## config.mk

```make
export PLATFORM = sky130hd
export DESIGN_NAME = t01_drop_pacer
export DESIGN_NICKNAME = d
export VERILOG_FILES = /design/src/rtl/t01_drop_pacer.sv
export SDC_FILE = /design/constraint.sdc
export NUM_CORES = 1
export LEC_CHECK = 0
export BUFFER_PORTS_ARGS = -buffer_cell sky130_fd_sc_hd__buf_2
export CAP_MARGIN = 0
export CORE_MARGIN = 5
export CORE_UTILIZATION = 50
export CTS_BUF_LIST = sky130_fd_sc_hd__clkbuf_4
export DETAILED_ROUTE_END_ITERATION = 16
export PLACE_DENSITY = 0.71
export SYNTH_ARGS = -nofsm -noshare
export SYNTH_HDL_FRONTEND = slang
export SYNTH_SLANG_ARGS = --single-unit
```

## constraint.sdc

```tcl
create_clock -name clk -period 4.4 [get_ports clk]
set_clock_uncertainty 0.2 [all_clocks]
set_input_delay 0.44 -clock clk [delete_from_list [all_inputs] [get_ports clk]]
set_output_delay 0.44 -clock clk [all_outputs]
set_load 0.1 [all_outputs]
```

## src/rtl/t01_drop_pacer.sv

```systemverilog
// Drop pacer: turns game-tick divider pulses into a req/ack drop handshake,
// derives the divider's scoremod from cleared lines and speed_up from the soft-drop button.
module t01_drop_pacer #(
    parameter int unsigned LINES_PER_LEVEL = 10,
    parameter int unsigned MAX_LEVEL       = 15,
    parameter int unsigned LEVEL_STEP      = 500000,
    parameter int unsigned DEBOUNCE        = 250000
) (
    input  logic        clk,
    input  logic        rst,
    input  logic        tick_n,
    input  logic        new_game,
    input  logic        game_over,
    input  logic        lines_valid,
    input  logic [2:0]  lines_cleared,
    input  logic        down_btn,
    input  logic        drop_ack,
    output logic [24:0] scoremod,
    output logic        speed_up,
    output logic [3:0]  level,
    output logic        drop_req,
    output logic        overrun
);

    localparam logic [4:0]  LPL  = 5'(LINES_PER_LEVEL);
    localparam logic [3:0]  MAXL = 4'(MAX_LEVEL);
    localparam logic [24:0] STEP = 25'(LEVEL_STEP);
    localparam int unsigned CW   = (DEBOUNCE > 2) ? $clog2(DEBOUNCE) : 1;

    typedef enum logic {IDLE, REQ} state_t;

    state_t        state;
    logic          tick_prev;
    logic          tick_ev;
    logic          pending;
    logic [3:0]    sub;
    logic [2:0]    n_lines;
    logic [4:0]    sum;
    logic          sync1;
    logic          sync2;
    logic [CW-1:0] db_cnt;

    // tick_prev resets low so the divider's reset-low newclk is not seen as a falling edge
    always_ff @(posedge clk or posedge rst) begin
        if (rst) begin
            tick_prev <= 1'b0;
            tick_ev   <= 1'b0;
        end else begin
            tick_prev <= tick_n;
            tick_ev   <= tick_prev & ~tick_n;
        end
    end

    always_comb begin
        n_lines = (lines_cleared > 3'd4) ? 3'd4 : lines_cleared;
        sum     = {1'b0, sub} + {2'b00, n_lines};
    end

    always_ff @(posedge clk or posedge rst) begin
        if (rst) begin
            level    <= '0;
            sub      <= '0;
            scoremod <= '0;
        end else if (new_game) begin
            level    <= '0;
            sub      <= '0;
            scoremod <= '0;
        end else begin
            scoremod <= 25'(level) * STEP;
            if (lines_valid && level < MAXL) begin
                if (sum >= LPL) begin
                    level <= level + 4'd1;
                    sub   <= ((level + 4'd1) == MAXL) ? 4'd0 : 4'(sum - LPL);
                end else begin
                    sub <= sum[3:0];
                end
            end
        end
    end

    always_ff @(posedge clk or posedge rst) begin
        if (rst) begin
            sync1    <= 1'b0;
            sync2    <= 1'b0;
            db_cnt   <= '0;
            speed_up <= 1'b0;
        end else begin
            sync1 <= down_btn;
            sync2 <= sync1;
            if (sync2 == speed_up) begin
                db_cnt <= '0;
            end else if (db_cnt == CW'(DEBOUNCE - 1)) begin
                speed_up <= ~speed_up;
                db_cnt   <= '0;
            end else begin
                db_cnt <= db_cnt + 1'b1;
            end
        end
    end

    // pending holds at most one extra tick; a simultaneous tick and ack swap old request for new
    always_ff @(posedge clk or posedge rst) begin
        if (rst) begin
            state    <= IDLE;
            drop_req <= 1'b0;
            pending  <= 1'b0;
            overrun  <= 1'b0;
        end else if (new_game) begin
            state    <= IDLE;
            drop_req <= 1'b0;
            pending  <= 1'b0;
            overrun  <= 1'b0;
        end else if (game_over) begin
            state    <= IDLE;
            drop_req <= 1'b0;
            pending  <= 1'b0;
        end else begin
            case (state)
                IDLE: begin
                    if (tick_ev) begin
                        state    <= REQ;
                        drop_req <= 1'b1;
                    end
                end
                REQ: begin
                    if (tick_ev && !drop_ack) begin
                        if (pending) overrun <= 1'b1;
                        else         pending <= 1'b1;
                    end else if (!tick_ev && drop_ack) begin
                        if (pending) begin
                            pending <= 1'b0;
                        end else begin
                            state    <= IDLE;
                            drop_req <= 1'b0;
                        end
                    end
                end
                default: begin
                    state    <= IDLE;
                    drop_req <= 1'b0;
                end
            endcase
        end
    end

endmodule

```

==> impl_results.md <==
* Status: finished clean
* CP Class: reg -> reg
* Port bufs at 35
* Antenna viol nets, final at 0
* PwrDens at between 200 and 300 mW/mm²
* Yosys cell types at 49
* Routed WL at 5470 µm
* Placed wire-length estimate at roughly 4000 µm
* Synth Flop Type: dfrtp_1
* Capture point of the worst reg-to-reg path: scoremod[22]
* Worst slew pin tran at 1.03 ns
* Residual DRC count at 0
* First-pass GRT wire length at 9520 µm
* Drt initial violations at between 90 and 100
* Max VDD drop at 0.000149 V
* Die area at 0.00760 mm²
* Synth Area in Adders at 0.150
* Synthesized cell area at 0.00298 mm²
* Multiplexer area fraction after synthesis at 0.0181
* Reg2Reg Setup Slack at 1.31 ns
* Final non-filler cell total at 404
* R2R cell count at 8
* Critical Path RT at 4.44 ns
* Final #Nets at about 370
* Layout cells sized above 1 at 0.143
* Clock buffer depth at 2
* Synth Area in Simple Gates at 0.175
* Post-Synth XOR/XNOR Area at 0.0761
* Critical Path Start Type: flip-flop
* Syn_area_per_cell at 10.1 µm²
* CP Capture Type: flip-flop
* Synth area leader: dfrtp_1
* Num rows at 28
* Synth warn at 0
* Share of the synthesized area in the top cell type at 0.429
* CTS buffer count at 5
* Worst hold path cell count at 2
* Top cells by area, synth: dfrtp_1 43%, ha_1 11%, nor2_1 5.8%
* Final Hold Viols at 0
* P&R area growth vs syn at 9.58%
* Via density per instance at 5.28
* Clk Latency, worst-skew pair at between 0.3 and 0.4 ns
* Rel. slew slack at 0.311
* Initial antenna violation count at 0
* DIE HEIGHT at 87.2 µm
* Final critical-path share of the clock period at 0.702
* CTS tree: built
* N_diodes at 0
* Via count at between 2000 and 2500
* Sequential element share of the synthesized area at 0.429
* TNS Setup at 0 ns
* Worst Hold End: drop_req
* Leakage at around 1.7 nW
* Sink Count at 51
* Initial core utilization at 0.509
* Synth cell count leaders: 51 x dfrtp_1, 46 x nor2_1, 26 x ha_1, 20 x inv_1, 16 x nand2_1
* Max-Cap Viols at 0
* Slew Viols, Final at 0
* Core region area at between 0.005 and 0.006 mm²
* I/O Pins at 43
* Die width at 87.2 µm
* Final setup vio count at 0
* Clk pin slew, worst setup/hold paths at 0.15 ns
* Most frequent cell after synthesis: dfrtp_1
* H-tree levels at 2
* RSZ-0062 raised after global routing: false
* Final min period at 3.09 ns
* Root Buffer: clkbuf_4
* Post-Place Cells at 394
* Crit Path Max Fanout at 13
* Compound-Gate Fraction of Synth Area at 0.0916
* Cells after Synth at just under 300
* Asr flop ratio synth at 1.00
* Largest family of logic cells by synthesized area: simple AND/OR/NAND/NOR gates
* First-pass DRT Iterations at 5
* Worst Path Arrival at 3.13 ns
* Overflow after GRT at 0
* Pin count of the biggest net entering global routing at between 50 and 60
* Hold Path Class: in -> reg
* Average wire per standard cell at 13.5 µm
* Reg-to-reg startpoint: level[3]
* Overall Global Routing Usage at 0.156
* Synth Register Bits at just over 50
* Vias in the first global route at 2115
* Routability cong. at 0.816
* Hold Startpoint: game_over
* Post-synth EDFFs at 0
* Fmax at around 320 MHz
* Post-CTS Setup Bufs at 0
[worst max path at each step]
stage	startpoint	endpoint	slack [ns]
after floorplan	level[2]	scoremod[22]	0.91
after global placement	level[3]	scoremod[22]	1.44
after detailed placement	lines_cleared[0]	level[2]	1.34
after CTS	level[3]	scoremod[22]	1.30
after global routing	level[2]	scoremod[22]	1.18
final	level[3]	scoremod[22]	1.31
[layout by cell type (no fill, tap or decap), drive strengths merged, types with 3 or more instances in the layout]
cell	n
fa	6
nand3	8
nor3	5
nor2	46
nand4	6
dfrtp	51
nand2b	3
o21ai	5
nand2	16
xnor2	13
clkbuf	5
nor2b	11
and3	4
mux2	3
a31oi	3
xor2	12
a21o	5
ha	26
inv	20
conb	7
a21oi	5
buf	35
[logic make-up (layout without fill, tap and decap cells)]
group	after synthesis	count (layout)
AOI/OAI and AO/OA	37	37
xor gates and xnor gates	25	25
adders and majority gates	32	32
buffers and inverters	36	65
DFF	51	51
muxes	5	5
other	1	7
and+or+nand+nor	107	107
[through the flow]
step                      cell area (µm²)  hold WS (ns)  total power [W]  setup slack, ns   util
after floorplan                      3000         0.131         0.000641            0.907      -
after global placement               3170         0.135         0.000660             1.44  0.541
after detailed placement             3170         0.141         0.000663             1.34  0.541
after CTS                            3260        0.0461         0.000929             1.30  0.558
after global routing                 3260        0.0238         0.000972             1.18  0.558
final                                3260        0.0600         0.000919             1.31  0.558
[metal layers]
layer	global-route usage	wire length, µm
met2	0.264	2710
met4	0.0377	58
met5	0	0
met1	0.205	2490
met3	0.0350	209
[report_power, final]
| group | switching (W) | total (W) | internal, W |
|---|---|---|---|
| combinational | 0.000121 | 0.000165 | 0.0000447 |
| sequential | 0.0000104 | 0.000490 | 0.000480 |
| clock | 0.000146 | 0.000263 | 0.000117 |
[worst max-delay path, cell delays in order, from the launching register on]
cell and delay (ns):
dfrtp_1 0.67, fa_1 0.55, fa_1 0.48, ha_1 0.35, a21o_1 0.17, a21oi_1 0.23, o31ai_1 0.11, xnor2_1 0.15
nor2_1 0.05
[state kept, by name (all words and copies together), names as in the netlist]
name	cells
tick_prev	1
level	4
sub	4
tick_ev	1
state	1
pending	1
drop_req	1
overrun	1
sync1	1
db_cnt	18
scoremod	16
speed_up	1
sync2	1
[timing repair]
item,4_1_cts,5_1_grt
hold buffers,2,0
hold endpoints to repair,3,0
gates resized for setup,0,0
[area by class of cell]
| type | instances | area (µm²) |
|---|---|---|
| timing repair buffer | 37 | 195 |
| multi-input combinational | 213 | 1550 |
| tap | 75 | 93.8 |
| sequential | 51 | 1280 |
| clock inverter | 3 | 38.8 |
| fill | 495 | 2590 |
| inverter | 20 | 75.1 |
| clock buffer | 5 | 37.5 |
No activity file was read; power rests on OpenSTA's default activity.
